### config.mk
export PLATFORM = sky130hd
export DESIGN_NAME = seven_seg_scan_ctrl_flat
export DESIGN_NICKNAME = d
export VERILOG_FILES = /design/src/rtl/seven_seg_scan_ctrl_if.sv /design/src/rtl/seven_seg_scan_ctrl.sv /design/src/flat_wrapper.sv
export SDC_FILE = /design/constraint.sdc
export NUM_CORES = 1
export LEC_CHECK = 0
export CAP_MARGIN = 40
export CORE_MARGIN = 2
export CORE_UTILIZATION = 40
export CTS_CLUSTER_DIAMETER = 120
export CTS_CLUSTER_SIZE = 30
export DETAILED_ROUTE_END_ITERATION = 16
export PLACE_DENSITY = 0.55
export SYNTH_ARGS = -nofsm -noshare
export SYNTH_HDL_FRONTEND = slang
export SYNTH_SLANG_ARGS = --single-unit
### constraint.sdc
create_clock -name clk -period 4 [get_ports clk]
set_input_delay 0.8 -clock clk [delete_from_list [all_inputs] [get_ports clk]]
set_output_delay 0.8 -clock clk [all_outputs]
set_load 0.01 [all_outputs]
### src/rtl/seven_seg_scan_ctrl_if.sv
// seven_seg_scan_ctrl_if: display-data and panel-drive signals of the seven-segment scan controller
// master drives value/dp_in/digit_en/load and observes the panel; slave is the controller.
interface seven_seg_scan_ctrl_if;
  logic [15:0] value;
  logic [3:0]  dp_in;
  logic [3:0]  digit_en;
  logic        load;
  logic [3:0]  an;
  logic [6:0]  seg;
  logic        dp;
  logic        frame_done;
  modport master (output value, dp_in, digit_en, load, input an, seg, dp, frame_done);
  modport slave  (input value, dp_in, digit_en, load, output an, seg, dp, frame_done);
endinterface

### src/rtl/seven_seg_scan_ctrl.sv
// seven_seg_scan_ctrl: 4-digit multiplexed seven-segment scanner with blanking gaps and frame-synchronous updates
// Ports: clk; reset_n (async, active-low); bus (slave modport): value/dp_in/digit_en/load in,
//   an/seg/dp (active-low, registered) and frame_done (one-cycle pulse) out.
// Option: define SEVEN_SEG_LEADING_ZERO_BLANK_EN to suppress leading zeros on digits 3..1.
module seven_seg_scan_ctrl #(
  parameter int REFRESH_DIV  = 100000,
  parameter int BLANK_CYCLES = 1000
) (
  input  logic                 clk,
  input  logic                 reset_n,
  seven_seg_scan_ctrl_if.slave bus
);
  localparam int CW = $clog2(REFRESH_DIV > BLANK_CYCLES ? REFRESH_DIV : BLANK_CYCLES);
  localparam logic [6:0] SEG_LUT [16] = '{
    7'b0000001, 7'b1001111, 7'b0010010, 7'b0000110,
    7'b1001100, 7'b0100100, 7'b0100000, 7'b0001111,
    7'b0000000, 7'b0000100, 7'b0001000, 7'b1100000,
    7'b0110001, 7'b1000010, 7'b0110000, 7'b0111000
  };
  typedef enum logic {BLANK, DRIVE} state_t;
  typedef struct packed {
    logic [15:0] val;
    logic [3:0]  dpr;
    logic [3:0]  en;
  } disp_t;
  state_t        state_q, state_d;
  logic [1:0]    idx_q, idx_d;
  logic [CW-1:0] cnt_q, cnt_d;
  disp_t         pend_q, pend_d, disp_q, disp_d;
  logic [3:0]    an_q, an_d, lz_blank, nib;
  logic [6:0]    seg_q, seg_d;
  logic          dp_q, dp_d, frame_done_q, frame_done_d, slot_end, show;
`ifdef SEVEN_SEG_LEADING_ZERO_BLANK_EN
  logic hz;
  // hz: every digit above i is zero or disabled
  always_comb begin
    hz = 1'b1;
    lz_blank = 4'b0000;
    for (int i = 3; i >= 1; i--) begin
      lz_blank[i] = hz && disp_q.val[4*i +: 4] == 4'h0;
      hz = hz && (lz_blank[i] || !disp_q.en[i]);
    end
  end
`else
  assign lz_blank = 4'b0000;
`endif
  // Outputs are decoded from the next state so the registered pins line up with state_q.
  // disp_q is safe here: it only changes on the edge into BLANK, when nothing is driven.
  always_comb begin
    slot_end = state_q == BLANK ? cnt_q == CW'(BLANK_CYCLES - 1) : cnt_q == CW'(REFRESH_DIV - 1);
    state_d = slot_end ? (state_q == BLANK ? DRIVE : BLANK) : state_q;
    cnt_d = slot_end ? '0 : cnt_q + 1'b1;
    idx_d = slot_end && state_q == DRIVE ? idx_q + 2'd1 : idx_q;
    frame_done_d = slot_end && state_q == DRIVE && idx_q == 2'd3;
    disp_d = frame_done_d ? pend_q : disp_q;
    pend_d = bus.load ? disp_t'({bus.value, bus.dp_in, bus.digit_en}) : pend_q;
    nib = disp_q.val[{idx_d, 2'b00} +: 4];
    show = state_d == DRIVE && disp_q.en[idx_d];
    an_d = show ? ~(4'b0001 << idx_d) : 4'b1111;
    seg_d = show && !lz_blank[idx_d] ? SEG_LUT[nib] : 7'b1111111;
    dp_d = !(show && disp_q.dpr[idx_d]);
  end
  always_ff @(posedge clk or negedge reset_n) begin
    if (!reset_n) begin
      state_q      <= BLANK;
      idx_q        <= '0;
      cnt_q        <= '0;
      pend_q       <= '0;
      disp_q       <= '0;
      an_q         <= 4'b1111;
      seg_q        <= 7'b1111111;
      dp_q         <= 1'b1;
      frame_done_q <= 1'b0;
    end else begin
      state_q      <= state_d;
      idx_q        <= idx_d;
      cnt_q        <= cnt_d;
      pend_q       <= pend_d;
      disp_q       <= disp_d;
      an_q         <= an_d;
      seg_q        <= seg_d;
      dp_q         <= dp_d;
      frame_done_q <= frame_done_d;
    end
  end
  assign bus.an         = an_q;
  assign bus.seg        = seg_q;
  assign bus.dp         = dp_q;
  assign bus.frame_done = frame_done_q;
endmodule

### src/flat_wrapper.sv
// flat-port wrapper written by rule: the top's interface ports become plain ports
module seven_seg_scan_ctrl_flat 
#(
  parameter int REFRESH_DIV  = 100000,
  parameter int BLANK_CYCLES = 1000
)
  (clk, reset_n, bus_value, bus_dp_in, bus_digit_en, bus_load, bus_an, bus_seg, bus_dp, bus_frame_done);
  seven_seg_scan_ctrl_if bus_i ();
  input  logic clk;
  input  logic reset_n;
  input wire logic [$bits(bus_i.value)-1:0] bus_value;
  input wire logic [$bits(bus_i.dp_in)-1:0] bus_dp_in;
  input wire logic [$bits(bus_i.digit_en)-1:0] bus_digit_en;
  input wire logic [$bits(bus_i.load)-1:0] bus_load;
  output wire logic [$bits(bus_i.an)-1:0] bus_an;
  output wire logic [$bits(bus_i.seg)-1:0] bus_seg;
  output wire logic [$bits(bus_i.dp)-1:0] bus_dp;
  output wire logic [$bits(bus_i.frame_done)-1:0] bus_frame_done;
  assign bus_i.value = bus_value;
  assign bus_i.dp_in = bus_dp_in;
  assign bus_i.digit_en = bus_digit_en;
  assign bus_i.load = bus_load;
  assign bus_an = bus_i.an;
  assign bus_seg = bus_i.seg;
  assign bus_dp = bus_i.dp;
  assign bus_frame_done = bus_i.frame_done;
  seven_seg_scan_ctrl #(.REFRESH_DIV(REFRESH_DIV), .BLANK_CYCLES(BLANK_CYCLES)) u_core (.clk(clk), .reset_n(reset_n), .bus(bus_i));
endmodule
==> summary.md, run 1 <==
| Metric | Value |
|---|---|
| Largest net degree at the start of global routing | `42` |
| Critical path class | `flip-flop to flip-flop` |
| Post-Layout Cell Count | `479` |
| DR pass1 iterations | `4` |
| Status | `complete, no violations` |
| Leak pwr | `1.99 nW` |
| Via count | `2417` |
| DP HPWL | `4920 µm` |
| Cell Rows | `36` |
| Clock-pin slew on the worst setup and hold paths | `0.09 ns` |
| TritonCTS Buffers | `9` |
| Mean post-synth cell area | `13.3 µm²` |
| Fin. Hold Viols | `0` |
| Initial antenna violation count | `0` |
| Period utilization | `79.2%` |
| CP Launch Type | `flip-flop` |
| Clk buf depth | `2` |
| Sequential share of the synthesized area | `51.5%` |
| Synth unique cells | `43` |
| Die width | `104 µm` |
| Seq cells post-synth | `81` |
| Top post-synthesis cells by area | `dfrtp_1 (44%), mux2_2 (15%), dfstp_2 (8.0%)` |
| Post-route ant nets | `0` |
| Setup violators final | `0` |
| Post-synthesis instance area | `3960 µm²` |
| Setup TNS | `0 ns` |
| Worst min-delay path class | `primary input to async pin` |
| PostCTS Resize Cnt | `0` |
| Clock Latency Late Sink | `0.35 ns` |
| Commonest cells after routing, fill and taps aside | `dfrtp_1 (69), mux2_2 (53), clkdlybuf4s50_1 (38)` |
| Fill count | `873` |
| Yosys top cell by area | `dfrtp_1` |
| Placed Cells incl. Taps | `463` |
| Max-cap viol count | `0` |
| Predominant post-synthesis flop cell | `dfrtp_1` |
| Relative slew margins | `61.7%` |
| IO Pins | `40` |
| Synth top area share | `43.6%` |
| Critical path peak fanout | `12` |
| Mapped Nets | `334` |
| Arr. time, crit path | `3.45 ns` |
| Post-synth EDFFs | `0` |
| Die Area | `10700 µm²` |
| Worst setup EP type | `flip-flop` |
| First-pass GRT wire length | `12000 µm` |
| Syn. warnings | `0` |
| Routed vias/inst | `5.05` |
| Post-CTS setup buffer count | `0` |
| Grt ovf | `0` |
| RSZ-0062 raised after global routing | `no` |
| Vias in the first global route | `2385` |
| Layout area overhead | `18.6%` |
| Power Dens Cells | `337 nW/µm²` |
| Post-CTS Hold Buffers | `0` |
| Share of cells above drive strength 1 | `29.2%` |
| Post-route cell area | `4700 µm²` |
| Finished Core Util | `48.5%` |
| Height of the chip | `104 µm` |
| Req. time, crit path | `4.28 ns` |
| Area of the core | `9680 µm²` |
| I/O Buffers | `39` |
| H-Tree Level Count | `3` |
| Synth async-reset ratio | `100%` |
| Slew @ Worst Pin | `0.572 ns` |
| CTS tree | `built` |
| Syn Inst Count | `299` |
| Slew Viols, Final | `0` |
| Final wirelength | `6830 µm` |
| Initial Utilization | `40.9%` |
| Commonest non-fill, non-tap cell in the layout | `dfrtp_1` |
| Clock sink count | `81` |
| GPL Wtd Cong | `0.806` |
| Min Tclk post-route | `3.17 ns` |
| Total Nets Final | `376` |
| Initial DRC count | `107` |
| Wirelength per Cell | `14.3 µm` |
| Clk_skew | `0.0146 ns` |
| Peak supply drop | `180 µV` |
| Clock root buffer | `clkbuf_8` |
| All-layer global routing usage | `13.9%` |
| DR DRC count | `0` |
| Placed Area | `4480 µm²` |
| Max Freq | `316 MHz` |
| N_diodes | `0` |
-- power breakdown --
part	internal [mW]	leakage, nW	switching (mW)
combinational	0.0465	0.865	0.0278
sequential	0.843	1.02	0.0117
clock	0.354	0.107	0.302
-- synthesized netlist by cell type, types with 4 or more instances --
| cell type | count |
|---|---|
| ha_1 | 8 |
| mux2_2 | 53 |
| inv_1 | 6 |
| nand3_1 | 14 |
| mux4_1 | 4 |
| buf_6 | 4 |
| mux4_2 | 6 |
| nor3_1 | 4 |
| dfstp_2 | 12 |
| xor2_1 | 10 |
| a21oi_1 | 6 |
| clkbuf_1 | 4 |
| nand2_1 | 13 |
| nor2b_1 | 6 |
| dfrtp_1 | 69 |
| nand2b_1 | 4 |
| nor2_1 | 18 |
| xnor2_1 | 6 |
| mux2i_1 | 16 |
-- worst paths after layout --
| kind | depth (start not counted) | startpoint | slack (ns) | end |
|---|---|---|---|---|
| max in group asynchronous | 2 | reset_n | 2.98 | u_core.pend_q[10]$_DFFE_PN0P_ |
| min reg2reg | 1 | u_core.cnt_q[0]$_DFF_PN0_ | 0.50 | u_core.cnt_q[0]$_DFF_PN0_ |
| max reg2reg | 9 | u_core.idx_q[0]$_DFF_PN0_ | 0.83 | u_core.bus.seg[3]$_DFF_PN1_ |
| max | 9 | u_core.idx_q[0]$_DFF_PN0_ | 0.83 | u_core.bus.seg[3]$_DFF_PN1_ |
| min | 1 | reset_n | 0.41 | u_core.cnt_q[4]$_DFF_PN0_ |
| min in group clk | 1 | u_core.cnt_q[0]$_DFF_PN0_ | 0.50 | u_core.cnt_q[0]$_DFF_PN0_ |
-- layout make-up --
class / count / area, µm² / share of cell area (%)
sequential: 81 / 2040 / 43.4
multi-input combinational: 200 / 1810 / 38.6
timing repair buffer: 43 / 438 / 9.32
tap: 133 / 166 / 3.54
clock buffer: 10 / 128 / 2.71
clock inverter: 6 / 90.1 / 1.92
inverter: 6 / 22.5 / 0.479
-- flip-flops by register name, indices dropped and copies added, names as in the netlist --
name and flops:
u_core.cnt_q 17, u_core.idx_q 2, u_core.bus.frame_done 1, u_core.bus.dp 1, u_core.bus.seg 7, u_core.pend_q 24
u_core.disp_q 24, u_core.bus.an 4, u_core.state_q 1
-- per-layer routing --
layer,global-route usage (%),vias up,wire length (µm)
met3,3.71,7,274
li1,-,1166,-
met2,20.8,38,3010
met1,19.7,1206,3460
met5,0,-,0
met4,4.34,0,81
-- worst max-delay path, cell delays in order (launching register included) --
cell      delay, ns
dfrtp_1        0.58
ha_1           0.70
mux2_2         0.40
mux4_1         0.61
inv_1          0.12
ha_1           0.27
nand2b_1       0.07
a21boi_0       0.15
nor3_1         0.06
o21ai_1        0.13
-- per-stage QoR --
step	hold slack, ns	worst slack, ns	power [mW]
after floorplan	0.455	1.34	0.896
final	0.411	0.830	1.58
after global placement	0.476	0.930	0.943
after detailed placement	0.482	0.794	0.949
after global routing	0.446	0.547	1.65
after CTS	0.437	0.779	1.61
-- kinds of logic (layout without fill, tap and decap cells) --
logic type | Yosys count | count (layout) | synth area share, %
adders and majority gates | 8 | 8 | 2.53
AOI/OAI and AO/OA | 17 | 17 | 3.25
xor gates and xnor gates | 16 | 16 | 3.54
muxes | 80 | 80 | 25.5
buffers and inverters | 18 | 65 | 2.71
DFF | 81 | 81 | 51.5
and+or+nand+nor | 79 | 79 | 11.0
No activity file was read; power rests on OpenSTA's default activity.
==> run 2, diff against run 1 <==
==> constraint.sdc (replaced) <==
create_clock -name clk -period 3.3 [get_ports clk]
set_input_delay 0.66 -clock clk [delete_from_list [all_inputs] [get_ports clk]]
set_output_delay 0.66 -clock clk [all_outputs]
set_load 0.01 [all_outputs]
==> run 2 against run 1 <==
Net effect: sequential share of layout area down 0.30 points; cell area up 0.69%; core utilization increased by 0.34 points; worst setup slack worse by 0.42 ns; combinational power is 21% higher; worst hold slack worse by 0.17 ns; flip-flop and latch count is the same; final cell count grew 0.84%; non-clock buffer count is 4 higher.
==> summary.md, run 2 (same netlist as run 1, synthesis figures left out) <==
| Metric | Value |
|---|---|
| Status | `complete, no violations` |
| Clock Latency Late Sink | `0.35 ns` |
| Fin. Hold Viols | `0` |
| All-layer global routing usage | `14.3%` |
| Routed vias/inst | `5.03` |
| Critical path class | `flip-flop to flip-flop` |
| Initial DRC count | `83` |
| Wirelength per Cell | `14.6 µm` |
| Arr. time, crit path | `3.13 ns` |
| Critical path peak fanout | `20` |
| Commonest non-fill, non-tap cell in the layout | `dfrtp_1` |
| Vias in the first global route | `2471` |
| N_diodes | `0` |
| Setup TNS | `0 ns` |
| Finished Core Util | `48.9%` |
| Initial antenna violation count | `0` |
| Relative slew margins | `60.3%` |
| I/O Buffers | `39` |
| GPL Wtd Cong | `0.767` |
| Clock-pin slew on the worst setup and hold paths | `0.08 ns` |
| Layout area overhead | `19.4%` |
| Final wirelength | `7040 µm` |
| H-Tree Level Count | `3` |
| DR DRC count | `0` |
| Power Dens Cells | `407 nW/µm²` |
| Area of the core | `9680 µm²` |
| Clk_skew | `0.00844 ns` |
| Peak supply drop | `206 µV` |
| Clock root buffer | `clkbuf_8` |
| DP HPWL | `4980 µm` |
| CTS tree | `built` |
| DR pass1 iterations | `4` |
| Worst setup EP type | `flip-flop` |
| Largest net degree at the start of global routing | `50` |
| Total Nets Final | `380` |
| TritonCTS Buffers | `9` |
| PostCTS Resize Cnt | `0` |
| Initial Utilization | `40.9%` |
| Via count | `2431` |
| Post-CTS Hold Buffers | `0` |
| Dpl ws | `0.462 ns` |
| Height of the chip | `104 µm` |
| Max Freq | `346 MHz` |
| Worst min-delay path class | `primary input to async pin` |
| Slew Viols, Final | `0` |
| Commonest cells after routing, fill and taps aside | `dfrtp_1 (69), mux2_2 (53), clkdlybuf4s50_1 (38)` |
| Leak pwr | `2.02 nW` |
| Share of cells above drive strength 1 | `30.0%` |
| Hold_ws | `0.241 ns` |
| Period utilization | `87.6%` |
| Clk buf depth | `2` |
| Max-cap viol count | `0` |
| Post-CTS setup buffer count | `0` |
| Clock sink count | `81` |
| Min Tclk post-route | `2.89 ns` |
| CP Launch Type | `flip-flop` |
| Req. time, crit path | `3.54 ns` |
| Grt ovf | `0` |
| Largest regs | `u_core.disp_q x24, u_core.pend_q x24, u_core.cnt_q x17` |
| Tot Pwr | `1.93 mW` |
| Die width | `104 µm` |
| RSZ-0062 raised after global routing | `no` |
| IO Pins | `40` |
| Die Area | `10700 µm²` |
| Worst setup margin | `0.409 ns` |
| Cell Rows | `36` |
| Setup violators final | `0` |
| Post-route ant nets | `0` |
| Slew @ Worst Pin | `0.580 ns` |
| First-pass GRT wire length | `12300 µm` |
[run 2: area by class of cell]
class	count	area, µm²
fillers	899	4950
flip-flops and latches	81	2040
multi-input cells	200	1810
repair buffers	47	468
well taps	133	166
clock buffers	11	141
clock inverters	5	78.8
inverters	6	22.5
[run 2: final timing paths]
check,end,slack [ns],depth (start not counted),startpoint
worst max-delay path,u_core.bus.seg[1]$_DFF_PN1_,0.41,7,u_core.cnt_q[11]$_DFF_PN0_
worst min-delay path,u_core.cnt_q[2]$_DFF_PN0_,0.24,1,reset_n
worst max register to register,u_core.bus.seg[1]$_DFF_PN1_,0.41,7,u_core.cnt_q[11]$_DFF_PN0_
worst min register to register,u_core.cnt_q[0]$_DFF_PN0_,0.50,1,u_core.cnt_q[0]$_DFF_PN0_
max in group asynchronous,u_core.bus.dp$_DFF_PN1_,2.43,2,reset_n
min in group clk,u_core.cnt_q[0]$_DFF_PN0_,0.50,1,u_core.cnt_q[0]$_DFF_PN0_
[run 2: critical path, stage by stage, from the launching register on]
cell and delay [ns]:
dfrtp_1 0.43, nor4_2 0.35, nand4_2 0.21, nor3_4 0.20
buf_4 0.31, mux4_1 0.60, nor2b_2 0.45, o221ai_1 0.22
[run 2: metal layers]
metal  GRT usage [%]  vias to the layer above  part of all wire (%)
met5               0                        -                     0
met4            4.63                        0                   1.2
met3            4.03                        7                   3.7
met2            21.3                       43                    44
met1            20.3                     1211                    51
li1                -                     1170                     -
[run 2: where the power goes]
group          total (mW)  internal (mW)  switching [mW]  leakage (nW)
clock               0.801          0.446           0.355         0.113
combinational      0.0902         0.0564          0.0338         0.886
sequential           1.04           1.02          0.0141          1.02
[run 2: through the flow]
stage | instances | instance area, µm²
detailed placement | 467 | 4510
CTS | 483 | 4730
global route | 483 | 4730
finish | 483 | 4730
floorplan | 299 | 3960
global placement | 466 | 4490
